$ cat config.mk
export PLATFORM = sky130hd
export DESIGN_NAME = stb_seq_ctrl
export DESIGN_NICKNAME = d
export VERILOG_FILES = /design/src/rtl/measure_unit_pkg.sv /design/src/rtl/seq_down_cnt.sv /design/src/rtl/stb_seq_ctrl.sv
export SDC_FILE = /design/constraint.sdc
export NUM_CORES = 1
export LEC_CHECK = 0
export ABC_AREA = 1
export BUFFER_PORTS_ARGS = -buffer_cell sky130_fd_sc_hd__buf_2
export CORE_UTILIZATION = 50
export DETAILED_ROUTE_END_ITERATION = 10
export PLACE_DENSITY = 0.72
export SLEW_MARGIN = 20
export SYNTH_ARGS = -nofsm -noshare
export SYNTH_HDL_FRONTEND = slang
export SYNTH_SLANG_ARGS = --single-unit
export TNS_END_PERCENT = 20
$ cat constraint.sdc
create_clock -name clk_i -period 4 [get_ports clk_i]
set_clock_uncertainty 0.05 [all_clocks]
set_input_delay 1.2 -clock clk_i [delete_from_list [all_inputs] [get_ports clk_i]]
set_output_delay 1.2 -clock clk_i [all_outputs]
set_load 0.01 [all_outputs]
$ cat src/rtl/measure_unit_pkg.sv
// Shared definitions for the strobe-sequencing controller.
//
// Contents:
//   - Default widths for the period word, burst counter and timeout counter.
//   - One-hot state encoding of the burst sequencer FSM.
//   - Small helpers that classify FSM states.
package measure_unit_pkg;

    localparam int unsigned T_CNT_WIDTH_DEF = 32;
    localparam int unsigned N_WIDTH_DEF     = 16;
    localparam int unsigned TO_WIDTH_DEF    = 24;
    localparam int unsigned GAP_WIDTH       = 16;

    typedef enum logic [7:0] {
        StIdle     = 8'b0000_0001,
        StWaitRdy  = 8'b0000_0010,
        StReq      = 8'b0000_0100,
        StWaitAck  = 8'b0000_1000,
        StWaitDone = 8'b0001_0000,
        StGap      = 8'b0010_0000,
        StDone     = 8'b0100_0000,
        StError    = 8'b1000_0000
    } seq_state_e;

    // States in which a generator error aborts the burst into ERROR.
    function automatic logic err_sensitive(input seq_state_e st);
        return (st == StWaitRdy) || (st == StReq) || (st == StWaitAck) ||
               (st == StWaitDone) || (st == StGap);
    endfunction

    // States guarded by the per-phase timeout.
    function automatic logic is_wait_state(input seq_state_e st);
        return (st == StWaitRdy) || (st == StWaitAck) || (st == StWaitDone);
    endfunction

endpackage

$ cat src/rtl/seq_down_cnt.sv
// Loadable down-counter with a zero flag.
//
// Ports:
//   clk_i        clock, all logic on posedge
//   rst_i        synchronous active-high reset, clears the count
//   load_i       load load_val_i (wins over en_i)
//   en_i         decrement by one while the count is non-zero
//   load_val_i   value to load
//   zero_o       count is zero
module seq_down_cnt #(
    parameter int unsigned WIDTH = 16
) (
    input  logic             clk_i,
    input  logic             rst_i,
    input  logic             load_i,
    input  logic             en_i,
    input  logic [WIDTH-1:0] load_val_i,
    output logic             zero_o
);

    logic [WIDTH-1:0] cnt_q;

    always_ff @(posedge clk_i) begin
        if (rst_i) begin
            cnt_q <= '0;
        end else if (load_i) begin
            cnt_q <= load_val_i;
        end else if (en_i && (cnt_q != '0)) begin
            cnt_q <= cnt_q - WIDTH'(1);
        end
    end

    assign zero_o = (cnt_q == '0);

endmodule

$ cat src/rtl/stb_seq_ctrl.sv
// Burst sequencer for an external strobe generator.
//
// On start_i in IDLE it latches num_stb_i / gap_i / timeout_i and issues num_stb_i
// strobe requests, waiting for the generator to be ready, to accept each request
// and to report completion. Completed strobes are counted and the extremes of the
// reported period are tracked. Wait phases are guarded by a reloadable timeout.
//
// Ports:
//   clk_i, rst_i          clock and synchronous active-high reset
//   start_i, abort_i      begin burst (IDLE only) / cancel burst
//   num_stb_i, gap_i      strobes per burst, idle cycles between strobes
//   timeout_i             max cycles per wait phase, 0 disables
//   gen_rdy_i, gen_err_i  generator locked / generator error
//   gen_valid_i           generator idle / strobe-complete flag
//   gen_period_i          measured period reported with each completion
//   stb_req_o             one-cycle strobe request (registered)
//   busy_o, done_o        not idle / burst finished cleanly (pulse)
//   fail_o, timeout_o     sticky failure flag and its timeout cause
//   stb_cnt_o             strobes completed in current/last burst
//   period_min_o/max_o    period extremes over completed strobes
module stb_seq_ctrl
    import measure_unit_pkg::*;
#(
    parameter int unsigned T_CNT_WIDTH = T_CNT_WIDTH_DEF,
    parameter int unsigned N_WIDTH     = N_WIDTH_DEF,
    parameter int unsigned TO_WIDTH    = TO_WIDTH_DEF
) (
    input  logic                   clk_i,
    input  logic                   rst_i,
    input  logic                   start_i,
    input  logic                   abort_i,
    input  logic [N_WIDTH-1:0]     num_stb_i,
    input  logic [GAP_WIDTH-1:0]   gap_i,
    input  logic [TO_WIDTH-1:0]    timeout_i,
    input  logic                   gen_rdy_i,
    input  logic                   gen_err_i,
    input  logic                   gen_valid_i,
    input  logic [T_CNT_WIDTH-1:0] gen_period_i,
    output logic                   stb_req_o,
    output logic                   busy_o,
    output logic                   done_o,
    output logic                   fail_o,
    output logic                   timeout_o,
    output logic [N_WIDTH-1:0]     stb_cnt_o,
    output logic [T_CNT_WIDTH-1:0] period_min_o,
    output logic [T_CNT_WIDTH-1:0] period_max_o
);

    seq_state_e state_q, state_d;

    logic [N_WIDTH-1:0]     num_q;
    logic [GAP_WIDTH-1:0]   gap_q;
    logic [TO_WIDTH-1:0]    to_q;
    logic [N_WIDTH-1:0]     stb_cnt_q;
    logic [N_WIDTH-1:0]     stb_cnt_inc;
    logic [T_CNT_WIDTH-1:0] min_q, max_q;
    logic                   fail_q, tmo_q, stb_req_q, done_q;

    logic                   accept_start;
    logic                   strobe_done;
    logic                   to_fire;
    logic                   to_expired;

    logic                   to_load, to_en, to_zero;
    logic [TO_WIDTH-1:0]    to_load_val;
    logic                   gap_load, gap_en, gap_zero;
    logic [GAP_WIDTH-1:0]   gap_load_val;

    assign stb_cnt_inc = stb_cnt_q + N_WIDTH'(1);

    // Both counters are loaded with (length - 1) so the zero flag marks the last
    // cycle of the phase: a wait phase of timeout T expires on its T-th cycle and
    // GAP lasts exactly gap cycles.
    assign to_load     = is_wait_state(state_d) && (state_d != state_q);
    assign to_en       = is_wait_state(state_q);
    // Entry to WAIT_RDY happens from IDLE, before timeout_i has been latched.
    assign to_load_val = (state_q == StIdle) ? (timeout_i - TO_WIDTH'(1))
                                             : (to_q - TO_WIDTH'(1));
    assign to_expired  = (to_q != '0) && to_zero;

    assign gap_load     = (state_d == StGap) && (state_q != StGap);
    assign gap_en       = (state_q == StGap);
    assign gap_load_val = gap_q - GAP_WIDTH'(1);

    seq_down_cnt #(
        .WIDTH (TO_WIDTH)
    ) u_to_cnt (
        .clk_i      (clk_i),
        .rst_i      (rst_i),
        .load_i     (to_load),
        .en_i       (to_en),
        .load_val_i (to_load_val),
        .zero_o     (to_zero)
    );

    seq_down_cnt #(
        .WIDTH (GAP_WIDTH)
    ) u_gap_cnt (
        .clk_i      (clk_i),
        .rst_i      (rst_i),
        .load_i     (gap_load),
        .en_i       (gap_en),
        .load_val_i (gap_load_val),
        .zero_o     (gap_zero)
    );

    always_comb begin
        state_d      = state_q;
        accept_start = 1'b0;
        strobe_done  = 1'b0;
        to_fire      = 1'b0;

        unique case (state_q)
            StIdle: begin
                if (start_i) begin
                    accept_start = 1'b1;
                    state_d      = (num_stb_i == '0) ? StDone : StWaitRdy;
                end
            end
            StWaitRdy: begin
                if (gen_rdy_i && gen_valid_i) begin
                    state_d = StReq;
                end else if (to_expired) begin
                    to_fire = 1'b1;
                end
            end
            StReq: begin
                state_d = StWaitAck;
            end
            StWaitAck: begin
                if (!gen_valid_i) begin
                    state_d = StWaitDone;
                end else if (to_expired) begin
                    to_fire = 1'b1;
                end
            end
            StWaitDone: begin
                if (gen_valid_i) begin
                    strobe_done = 1'b1;
                    if (stb_cnt_inc == num_q) begin
                        state_d = StDone;
                    end else if (gap_q == '0) begin
                        state_d = StReq;
                    end else begin
                        state_d = StGap;
                    end
                end else if (to_expired) begin
                    to_fire = 1'b1;
                end
            end
            StGap: begin
                if (gap_zero) begin
                    state_d = StReq;
                end
            end
            StDone: begin
                state_d = StIdle;
            end
            StError: begin
                state_d = StIdle;
            end
            default: begin
                state_d = StIdle;
            end
        endcase

        if (to_fire) begin
            state_d = StError;
        end

        // Generator error outranks a timeout or a normal transition.
        if (err_sensitive(state_q) && gen_err_i) begin
            state_d     = StError;
            strobe_done = 1'b0;
            to_fire     = 1'b0;
        end

        // Abort outranks everything except reset; results are left untouched.
        if (abort_i && (state_q != StIdle)) begin
            state_d     = StIdle;
            strobe_done = 1'b0;
            to_fire     = 1'b0;
        end
    end

    always_ff @(posedge clk_i) begin
        if (rst_i) begin
            state_q   <= StIdle;
            num_q     <= '0;
            gap_q     <= '0;
            to_q      <= '0;
            stb_cnt_q <= '0;
            min_q     <= '1;
            max_q     <= '0;
            fail_q    <= 1'b0;
            tmo_q     <= 1'b0;
            stb_req_q <= 1'b0;
            done_q    <= 1'b0;
        end else begin
            state_q   <= state_d;
            stb_req_q <= (state_d == StReq);
            // done_o is registered off the DONE state, so it lands the cycle
            // after DONE; an abort during DONE suppresses it.
            done_q    <= (state_q == StDone) && !abort_i;

            if (accept_start) begin
                num_q     <= num_stb_i;
                gap_q     <= gap_i;
                to_q      <= timeout_i;
                stb_cnt_q <= '0;
                min_q     <= '1;
                max_q     <= '0;
                fail_q    <= 1'b0;
                tmo_q     <= 1'b0;
            end

            if (strobe_done) begin
                stb_cnt_q <= stb_cnt_inc;
                if (gen_period_i < min_q) begin
                    min_q <= gen_period_i;
                end
                if (gen_period_i > max_q) begin
                    max_q <= gen_period_i;
                end
            end

            if (to_fire) begin
                tmo_q <= 1'b1;
            end

            if ((state_d == StError) && (state_q != StError)) begin
                fail_q <= 1'b1;
            end
        end
    end

    assign stb_req_o    = stb_req_q;
    assign busy_o       = (state_q != StIdle);
    assign done_o       = done_q;
    assign fail_o       = fail_q;
    assign timeout_o    = tmo_q;
    assign stb_cnt_o    = stb_cnt_q;
    assign period_min_o = min_q;
    assign period_max_o = max_q;

endmodule
# --- Word level (Yosys, flattened, before mapping) ---
# Index checks and enable logic that the tools add are counted.
word_totals:
  reg_bits: 188
  input_bits: 95
  elab_cells: 111
classes:
  add_sub_neg: 6
  order_cmp: 2
  eq_ne: 18
  muxes: 41
  n_reduce_logical: 31
op_table:
  columns: ["op", "n"]
  rows:
  - ["32-bit 2-to-1 mux", 6]
  - ["24-bit 2-to-1 mux", 3]
  - ["24-bit by 1-bit subtractor with 24-bit output (second input constant)", 3]
  - ["16-bit 2-to-1 mux", 4]
  - ["8-bit 2-to-1 mux", 8]
  - ["16-bit logical NOT", 3]
  - ["8-bit one-hot mux with 6 select lines", 1]
  - ["24-bit nonzero test", 2]
  - ["32-bit > comparator", 1]
  - ["32-bit < comparator", 1]
  - ["16-bit by 1-bit subtractor with 16-bit output (second input constant)", 2]
  - ["24-bit logical NOT", 1]
  - ["16-bit by 1-bit adder with 16-bit output (second input constant)", 1]
  - ["16-bit == test", 1]
  - ["8-bit by 2-bit == test with 1-bit output (second input constant)", 2]
  - ["8-bit by 3-bit == test with 1-bit output (second input constant)", 2]
  - ["8-bit by 4-bit == test with 1-bit output (second input constant)", 2]
  - ["8-bit by 5-bit == test with 1-bit output (second input constant)", 2]
  - ["8-bit by 6-bit == test with 1-bit output (second input constant)", 2]
  - ["16-bit nonzero test", 1]
  - ["1-bit 2-to-1 mux", 15]
  - ["7-bit 2-to-1 mux", 2]
  - ["1-bit logical AND", 10]
  - ["2-bit nonzero test", 5]
  - ["11 further kinds", 18]

# --- Longest topological paths before layout ---
# Gate-level depths: netlist of run 1.
logic_depth:
  ltp_word: 13
  mapped_depth: 29

# --- By module ---
# From an unflattened synthesis of run 1, not the netlist that was laid out.
hier_totals:
  hier_cells: 1917
  area_unflattened_um2: 12440.7
by_module_without_submodules:
  columns: ["module", "n_inst", "cells_each", "area_each_um2", "seq_area_each_um2"]
  rows:
  - ["stb_seq_ctrl", 1, 1377, 9325.2, 2962.8]
  - ["seq_down_cnt (u_to_cnt)", 1, 328, 1920.6, 480.5]
  - ["seq_down_cnt (u_gap_cnt)", 1, 212, 1194.9, 320.3]

# --- Least setup slack after synthesis of run 1 ---
# Ideal clock, no wire load.
synth_path:
  path_kind: "input -> register"
  from: "in start_i"
  to: "reg u_to_cnt.cnt_q[18]"
  setup_ps: 110
  arrival_time_ps: 3341
  required_time_ps: 3840
  path_slack_ps: 499
  cell_stages: 25
  path_buffers: 0
  path_cell_list: "inv_1 nor3_1 nand3b_1 nand2_1 nand2_1 nand3_2 nand2_1 nand3_1 nor2_2 nand3_4 nand2_4 inv_2 nand2_1 nand2_1 inv_1 ha_1 nand2_2 nor2_2 nand2_2 nor2_2 nand2_1 nand2_1 nand3_1 nand3_1 inv_1"
synth_between:
  elab_chain_len: 10
  word_cells_on_any_way: 14
synth_rtl:
  columns: ["element", "line_no", "text"]
  rows:
  - ["from (decl)", "stb_seq_ctrl.sv:30", "input logic start_i,"]
  - ["8-bit 2-to-1 mux *", "stb_seq_ctrl.sv:115", "if (start_i) begin"]
  - ["8-bit one-hot mux with 6 select lines *", "stb_seq_ctrl.sv:113", "unique case (state_q)"]
  - ["8-bit 2-to-1 mux *", "stb_seq_ctrl.sv:167", "if (to_fire) begin"]
  - ["8-bit 2-to-1 mux *", "stb_seq_ctrl.sv:172", "if (err_sensitive(state_q) && gen_err_i) begin"]
  - ["8-bit 2-to-1 mux *", "stb_seq_ctrl.sv:179", "if (abort_i && (state_q != StIdle)) begin"]
  - ["8-bit by 2-bit == test with 1-bit output / 8-bit by 4-bit == test with 1-bit output (equally long branches)", "measure_unit_pkg.sv:33", "return (st == StWaitRdy) || (st == StWaitAck) || (st == StWaitDone);"]
  - ["1-bit logical OR (2 in a row)", "measure_unit_pkg.sv:33", null]
  - ["1-bit logical AND *", "stb_seq_ctrl.sv:74", "assign to_load = is_wait_state(state_d) && (state_d != state_q);"]
  - ["24-bit 2-to-1 mux / 2-bit nonzero test (equally long branches)", null, null]
  - ["to (signal assigned)", "seq_down_cnt.sv:27", "cnt_q <= load_val_i;"]
  - ["to (signal assigned)", "seq_down_cnt.sv:29", "cnt_q <= cnt_q - WIDTH'(1);"]
  - ["to (decl)", "seq_down_cnt.sv:21", "logic [WIDTH-1:0] cnt_q;"]
# Mark *: on every way between the ends. The rest lies on a longest branch, timed or not.
# A chain may end at the register's enable or synchronous reset.

# --- Worst setup path in the final report of run 1 ---
layout_path:
  from: "reg stb_cnt_q[1], in the netlist stb_cnt_o[1]"
  to: "reg u_gap_cnt.cnt_q[14]"
layout_between:
  elab_chain_len: 11
  word_cells_on_any_way: 12
layout_rtl:
  columns: ["element", "line_no", "text"]
  rows:
  - ["from (decl)", "stb_seq_ctrl.sv:54", "logic [N_WIDTH-1:0] stb_cnt_q;"]
  - ["from (signal assigned)", "stb_seq_ctrl.sv:218", "stb_cnt_q <= stb_cnt_inc;"]
  - ["16-bit by 1-bit adder with 16-bit output *", "stb_seq_ctrl.sv:69", "assign stb_cnt_inc = stb_cnt_q + N_WIDTH'(1);"]
  - ["16-bit == test *", "stb_seq_ctrl.sv:140", "if (stb_cnt_inc == num_q) begin"]
  - ["7-bit 2-to-1 mux *", "stb_seq_ctrl.sv:140", null]
  - ["8-bit 2-to-1 mux *", "stb_seq_ctrl.sv:138", "if (gen_valid_i) begin"]
  - ["8-bit one-hot mux with 6 select lines *", "stb_seq_ctrl.sv:113", null]
  - ["8-bit 2-to-1 mux *", "stb_seq_ctrl.sv:167", null]
  - ["8-bit 2-to-1 mux *", "stb_seq_ctrl.sv:172", null]
  - ["8-bit 2-to-1 mux *", "stb_seq_ctrl.sv:179", null]
  - ["8-bit by 6-bit == test with 1-bit output *", "stb_seq_ctrl.sv:81", "assign gap_load = (state_d == StGap) && (state_q != StGap);"]
  - ["1-bit logical AND *", "stb_seq_ctrl.sv:81", null]
  - ["16-bit 2-to-1 mux / 2-bit nonzero test (equally long branches)", null, null]
  - ["to (signal assigned)", "seq_down_cnt.sv:27", null]
  - ["to (signal assigned)", "seq_down_cnt.sv:29", null]
  - ["to (decl)", "seq_down_cnt.sv:21", null]
# Marked as above.

==> Flow_metrics.wiki, run 1 <==
{| class="wikitable"
! Metric !! Value
|-
| Core occupancy in the finished layout || 58.9%
|-
| Slew at the pin with the worst max-slew slack || 1070 ps
|-
| DR iter-0 viols || 768
|-
| PortBufs || 179
|-
| Yosys warnings || 0
|-
| Fraction of layout instances using a drive strength above 1 || between 10% and 20%
|-
| TritonCTS clock tree || built
|-
| Total instance count after detailed placement || roughly 2100
|-
| Crit Path Category || flip-flop to flip-flop
|-
| Final clock period utilization by the worst path || between 90% and 100%
|-
| Net Count, Synth || roughly 1900
|-
| Syn_area_per_cell || between 6 and 7 um2
|-
| Average wire length per cell after detail routing || 14.6 um
|-
| Vias in the first global route || roughly 11000
|-
| Starting density of the core || about 51%
|-
| Achievable Freq || ~270 MHz
|-
| Leakage || roughly 0.0067 uW
|-
| Largest net degree at the start of global routing || 81
|-
| Area of the placeable core || about 23000 um2
|-
| Share of flip-flops with an asynchronous set or reset after synthesis || 0%
|-
| Power density relative to cell area || 461 nW/um2
|-
| Cell count after synthesis || ~1700
|-
| Count of flip-flops with a built-in enable after synthesis || 0
|-
| Dominant synthesized flop cell || dfxtp_1
|-
| GRT Util Overall || 27.0%
|-
| Endpoint kind of the worst setup timing path || flip-flop
|-
| Hpwl dp || around 23000 um
|-
| Critical path data required time || about 4300 ps
|-
| Final weighted congestion in routability-driven placement || 0.953
|-
| Post-synthesis to final-layout area growth || 15.8%
|-
| Most common library cell in the layout ignoring fill and taps || nand2_1
|-
| Fillers || ~2200
|-
| TNS Setup || 0 ps
|-
| Post-layout net count || ~2000
|-
| I/O pin cnt || between 150 and 200
|-
| Die Area || about 24000 um2
|-
| Cell variety after synth || slightly below 50
|-
| Unrepaired setup endpoints after global routing || false
|-
| Crit path max fanout || 6
|-
| Number of hold violations in the final report || 0
|-
| Die Y-Extent || 154 um
|-
| Total of max-cap violations || 0
|-
| TritonCTS Buffers || 17
|-
| Number of antenna violations at the first check in global routing || 2
|-
| Maximum VDD drop || between 0.0002 and 0.0003 V
|-
| Post-DRT Antenna Nets || 0
|-
| Final setup violation count || 0
|-
| Number of optimization iterations in the first detailed-route pass || 7
|-
| Proportion of synthesized chip area in sequential cells || ~33%
|-
| Routed via count divided by cell count || ~5.4
|-
| Insertion delay to the later sink of the worst-skew pair || between 400 and 500 ps
|-
| Result of the run || complete, no violations
|-
| Startpoint kind of the worst setup timing path || flip-flop
|-
| Cell Area, Synth || ~12000 um2
|-
| Min Tclk post-route || ~3600 ps
|-
| First-pass GRT wire length || roughly 52000 um
|-
| Worst Hold Slack || around 420 ps
|-
| Type of the tightest min-delay check || flip-flop to flip-flop
|-
| Drc violations || 0
|-
| Commonest cells after routing, fill and taps aside || nand2_1 (337), inv_1 (247), dfxtp_1 (186)
|-
| Seq cells post-synth || 188
|-
| Count of non-filler cells in the finished layout || between 2000 and 2500
|-
| Routed wire length || between 30000 and 40000 um
|-
| Vias after detailed routing || between 10000 and 15000
|-
| H-tree level count || 4
|-
| Signal arrival time at the worst endpoint || 3930 ps
|-
| Headroom to the max-slew limit || roughly 28%
|-
| Root Buffer || clkbuf_16
|-
| Number of standard-cell rows in the floorplan || 55
|-
| Number of clock sinks || between 150 and 200
|-
| Number of pins exceeding their max-slew limit in the final report || 0
|-
| Die W || 154 um
|-
| Number of buffers on the longest clock path || 2
|-
| Clock transition time at the flip-flop clock pins of the worst setup and hold paths || approximately 70 ps
|-
| Overflow after GRT || 0
|-
| Minimum setup slack among reg-to-reg paths || 350 ps
|}
layout make-up:
cell class / count / area, um2 / share of cell area (%)
multi-input combinational: 1193 / 6460 / 48.4
clock buffer: 18 / 429 / 3.22
inverter: 261 / 982 / 7.36
clock inverter: 13 / 156 / 1.17
timing repair buffer: 211 / 1190 / 8.89
sequential: 188 / 3770 / 28.2
tap: 285 / 357 / 2.67
antenna: 1 / 2.50 / 0.0188
final timing paths:
path / to / depth (start not counted) / from
setup / recovery: u_gap_cnt.cnt_q[14]$_SDFFE_PP0P_ / 24 / stb_cnt_o[1]$_SDFFE_PP0P_
hold / removal: timeout_o$_SDFFE_PP0P_ / 2 / timeout_o$_SDFFE_PP0P_
setup reg to reg: u_gap_cnt.cnt_q[14]$_SDFFE_PP0P_ / 24 / stb_cnt_o[1]$_SDFFE_PP0P_
hold reg to reg: timeout_o$_SDFFE_PP0P_ / 2 / timeout_o$_SDFFE_PP0P_
report_power, final:
group	switching, uW	internal [uW]	leakage [uW]	total (uW)
combinational	1520	726	0.00486	2250
clock	793	936	0.000274	1730
sequential	123	2050	0.00153	2180
through the flow:
stage | worst slack [ps] | area [um2] | power [uW]
after global placement | -87.1 | 12700 | 4390
after global routing | 24.5 | 13300 | 6580
after detailed placement | -118 | 12700 | 4430
after floorplan | 499 | 11500 | 3880
final | 353 | 13300 | 6150
after CTS | 123 | 13300 | 6160
critical path: stages, from the launching register on:
cell	delay [ps]
dfxtp_1	380
ha_1	220
nand3_2	150
nor3_4	290
buf_4	160
nand2_1	50
nand2_1	50
nand2_1	90
xnor2_1	140
nand4_1	220
o21bai_2	260
nand2_2	140
nand3_2	130
nand2_1	60
o21ai_1	160
ha_1	220
nand2_1	120
nor2_4	130
nand2_1	100
nor2_2	140
nand2_1	70
nand2_1	50
nand3_1	60
nand2_1	60
inv_1	30
flip-flops by register name, summed over array words and instances (netlist names), 8 cells and up:
register         cells
period_max_o        32
period_min_o        32
to_q                24
u_to_cnt.cnt_q      24
gap_q               16
num_q               16
stb_cnt_o           16
u_gap_cnt.cnt_q     16
state_q              8
synthesized netlist by cell type, types with 2 or more instances:
library cell  number  area, um2
a211oi_1          49        368
a21oi_1          121        606
a31oi_1            4       25.0
buf_2              9       45.0
buf_4              2       15.0
buf_6              3       33.8
clkbuf_1          60        225
clkinv_1           3       11.3
dfxtp_1          188       3760
ha_1              66        826
inv_1            248        931
inv_2             10       37.5
nand2_1          338       1270
nand2_2           17        106
nand2_4            2       22.5
nand3_1           89        445
nand3_2            4       40.0
nand3b_1           4       30.0
nand4_1           30        188
nor2_1           170        638
nor2_2            22        138
nor2_4             6       67.6
nor3_1            11       55.1
nor4_1            10       62.6
o211ai_1          42        315
o21ai_0          148        741
o21ai_1            9       45.0
o21bai_1           5       37.5
o221ai_1           2       17.5
or2_1              2       12.5
or2_2              3       18.8
xnor2_1            8       70.1
xor2_1            16        140
layer usage:
metal  global-route usage [%]  wire, um
met2                     45.0     14600
met4                     8.29       666
met1                     35.4     14600
met5                        0         0
met3                     4.93      1700
cells by family after synthesis:
logic type      count (synthesis)  synth area share [%]
flops                         188                  32.7
buf+inv                       336                  11.5
simple gates                  716                  27.6
fa+ha+maj                      66                  7.17
xor+xnor                       24                  1.83
compound gates                387                  19.3
repair_timing:
item,in CTS,in global routing
resized for setup,0,8
buffers inserted,0,3
hold buffers,0,0
endpoints found under the setup margin,0,11
hold endpoints to repair,0,0
(Power assumes the default switching activity.)
==> run 2: changes to the inputs <==
CORE_UTILIZATION = 45   (was 50)
PLACE_DENSITY = 0.66   (was 0.72)
TNS_END_PERCENT = 100   (was 20)
==> run 2 against run 1 <==
  * Non-clock buffer count up 11
  * Clock power up 7%
  * Critical path depth unchanged
  * Sequential share of layout area down 0.41 points
  * Via count up 0.10%
  * Sequential cell count unchanged
  * Final cell count up 2.6%
  * Clock-buffer cell count up 1
  * Maximum frequency up 2.4%
  * Power up 3.5%
  * Sequential power about the same
  * Die area up 11%
==> Flow_metrics.wiki, run 2 (synthesis gave the netlist of run 1 again) <==
{| class="wikitable"
! Metric !! Value
|-
| GR Layer Usage met1 || 32.7% (was 35.4%)
|-
| Power density relative to cell area || 471 nW/um2 (was 461 nW/um2)
|-
| Post-layout net count || 2044 (was 2033)
|-
| Most common library cell in the layout ignoring fill and taps || nand2_1 (unchanged)
|-
| Crit Path Category || flip-flop to flip-flop (unchanged)
|-
| Vias in the first global route || 10800 (about the same)
|-
| I/O pin cnt || 180 (unchanged)
|-
| Minimum setup slack among reg-to-reg paths || 440 ps (was 350 ps)
|-
| Critical path data required time || 4290 ps (was 4280 ps)
|-
| Type of the tightest min-delay check || flip-flop to flip-flop (unchanged)
|-
| Vias after detailed routing || 11700 (was 11600)
|-
| Register cell area after layout || 3760 um2 (was 3770 um2)
|-
| Total of max-cap violations || 0 (unchanged)
|-
| Fillers || 2509 (was 2181)
|-
| CTS Hold Bufs || 0 (unchanged)
|-
| Number of buffers on the longest clock path || 2 (unchanged)
|-
| Average wire length per cell after detail routing || 14.7 um (was 14.6 um)
|-
| Starting density of the core || 45.9% (was 50.9%)
|-
| Worst reg2reg endpoint || u_gap_cnt.cnt_q[14]$_SDFFE_PP0P_ (unchanged)
|-
| TNS Setup || 0 ps (unchanged)
|-
| Number of optimization iterations in the first detailed-route pass || 5 (was 7)
|-
| TritonCTS clock tree || built (unchanged)
|-
| Launching point of the worst reg2reg path || stb_cnt_o[1]$_SDFFE_PP0P_ (unchanged)
|-
| PortBufs || 179 (unchanged)
|-
| Post-synthesis to final-layout area growth || 17.5% (was 15.8%)
|-
| Number of clock sinks || 188 (unchanged)
|-
| Headroom to the max-slew limit || 37.9% (was 28.4%)
|-
| GRT met3 Usage || 5.31% (was 4.93%)
|-
| Slew at the pin with the worst max-slew slack || 931 ps (was 1070 ps)
|-
| Fraction of layout instances using a drive strength above 1 || 17.6% (was 17.0%)
|-
| Number of pins exceeding their max-slew limit in the final report || 0 (unchanged)
|-
| Start point of the critical path || stb_cnt_o[1]$_SDFFE_PP0P_ (unchanged)
|-
| Final clock period utilization by the worst path || 89.1% (was 91.2%)
|-
| Total area of multi-input combinational cells || 6470 um2 (was 6460 um2)
|-
| Largest net degree at the start of global routing || 91 (was 81)
|-
| Critical path capture point || u_gap_cnt.cnt_q[14]$_SDFFE_PP0P_ (unchanged)
|-
| Post-DRT Antenna Nets || 0 (unchanged)
|-
| DR iter-0 viols || 772 (was 768)
|-
| Leakage || 0.00675 uW (was 0.00667 uW)
|-
| Core occupancy in the finished layout || 53.9% (was 58.9%)
|-
| Routed via count divided by cell count || 5.23 (was 5.36)
|-
| Number of standard-cell rows in the floorplan || 58 (was 55)
|-
| GRT Util Overall || 25.1% (was 27.0%)
|-
| First-pass GRT wire length || 53100 um (was 52200 um)
|-
| Result of the run || complete, no violations (unchanged)
|-
| Die W || 162 um (was 154 um)
|-
| Final weighted congestion in routability-driven placement || 0.926 (was 0.953)
|-
| Drc violations || 0 (unchanged)
|-
| Crit path max fanout || 7 (was 6)
|-
| Insertion delay to the later sink of the worst-skew pair || 440 ps (about the same)
|-
| H-tree level count || 4 (unchanged)
|-
| Startpoint kind of the worst setup timing path || flip-flop (unchanged)
|-
| Die Y-Extent || 162 um (was 154 um)
|-
| Hpwl dp || 23700 um (was 23300 um)
|-
| Clock transition time at the flip-flop clock pins of the worst setup and hold paths || 80 ps (was 70 ps)
|-
| Final setup violation count || 0 (unchanged)
|-
| Commonest cells after routing, fill and taps aside || nand2_1 (337), inv_1 (247), dfxtp_1 (188) (was nand2_1 (337), inv_1 (247), dfxtp_1 (186))
|-
| Area of the placeable core || 25100 um2 (was 22600 um2)
|-
| Die Area || 26200 um2 (was 23600 um2)
|-
| Cell count of the worst reg-to-reg path || 24 (unchanged)
|-
| Achievable Freq || 281 MHz (was 274 MHz)
|-
| Fraction of met2 tracks used by global routing || 41.3% (was 45.0%)
|-
| Root Buffer || clkbuf_16 (unchanged)
|-
| Min Tclk post-route || 3560 ps (was 3650 ps)
|-
| Number of antenna violations at the first check in global routing || 2 (unchanged)
|-
| Most Crowded Layer GR || met2 (unchanged)
|-
| Endpoint kind of the worst setup timing path || flip-flop (unchanged)
|-
| TritonCTS Buffers || 17 (unchanged)
|-
| Maximum VDD drop || 0.000324 V (was 0.000265 V)
|-
| Hold path startpoint || fail_o$_SDFFE_PP0P_ (was timeout_o$_SDFFE_PP0P_)
|-
| Number of hold violations in the final report || 0 (unchanged)
|-
| Overflow after GRT || 0 (unchanged)
|-
| Routed wire length || 32700 um (was 31600 um)
|-
| Signal arrival time at the worst endpoint || 3850 ps (was 3930 ps)
|}
## run 2: per-stage QoR
stage,hold WS (ps),area (um2),total power [uW],setup WS (ps),cells
finish,416,13500,6370,438,2226
global route,446,13500,6790,-12.7,2225
CTS,414,13500,6380,81.9,2223
detailed placement,403,12800,4530,26.3,2192
global placement,405,12800,4490,104,2192
floorplan,389,11500,3880,499,1717
## run 2: power by group
group	internal (uW)	switching, uW	total [uW]
clock network	1040	815	1850
logic	800	1530	2330
registers	2050	128	2180
total	3890	2480	6370
## run 2: layout make-up
class / count / area share, %
multi-input cells: 1193 / 47.8
flip-flops and latches: 188 / 27.8
repair buffers: 222 / 9.38
inverters: 261 / 7.26
clock buffers: 19 / 3.35
well taps: 330 / 3.05
clock inverters: 12 / 1.29
diodes: 1 / 0.0185
## run 2: routing by layer
layer	vias to the layer above	part of all wire [%]	routed length, um
met5	-	0.040	13
li1	5979	-	-
met3	46	6.2	2010
met2	315	46	14900
met4	2	2.0	667
met1	5308	46	15100
## run 2: how the worst min path moves through the flow
| stage | end | slack, ps | depth (start not counted) |
|---|---|---|---|
| 6_report | fail_o$_SDFFE_PP0P_ | 420 | 2 |
| 5_1_grt | num_q[11]$_SDFFE_PP0P_ | 450 | 2 |
| 4_1_cts | fail_o$_SDFFE_PP0P_ | 410 | 2 |
| 3_5_place_dp | fail_o$_SDFFE_PP0P_ | 400 | 2 |
| 3_3_place_gp | timeout_o$_SDFFE_PP0P_ | 400 | 2 |
| 2_1_floorplan | gap_q[15]$_SDFFE_PP0P_ | 390 | 2 |
## run 2: worst max-delay path: stages (launching register included)
cell and delay [ps]:
dfxtp_1 380, ha_1 230, nand3_2 170, nor3_4 260
buf_4 150, nand2_1 60, xor2_1 230, xor2_1 100
nor2_1 110, nand2_1 100, o21bai_2 190, nand2_2 150
nand3_2 140, nand2_1 80, o21ai_2 90, ha_1 200
nand2_1 130, nor2_4 130, nand2_1 100, nor2_2 140
nand2_1 70, nand2_1 60, nand3_1 70, nand2_1 70
inv_1 30
## run 2: what timing repair did
action,4_1_cts,5_1_grt
endpoints found under the hold margin,0,0
buffers inserted,0,2
setup endpoints to repair,0,11
gates resized for setup,0,8
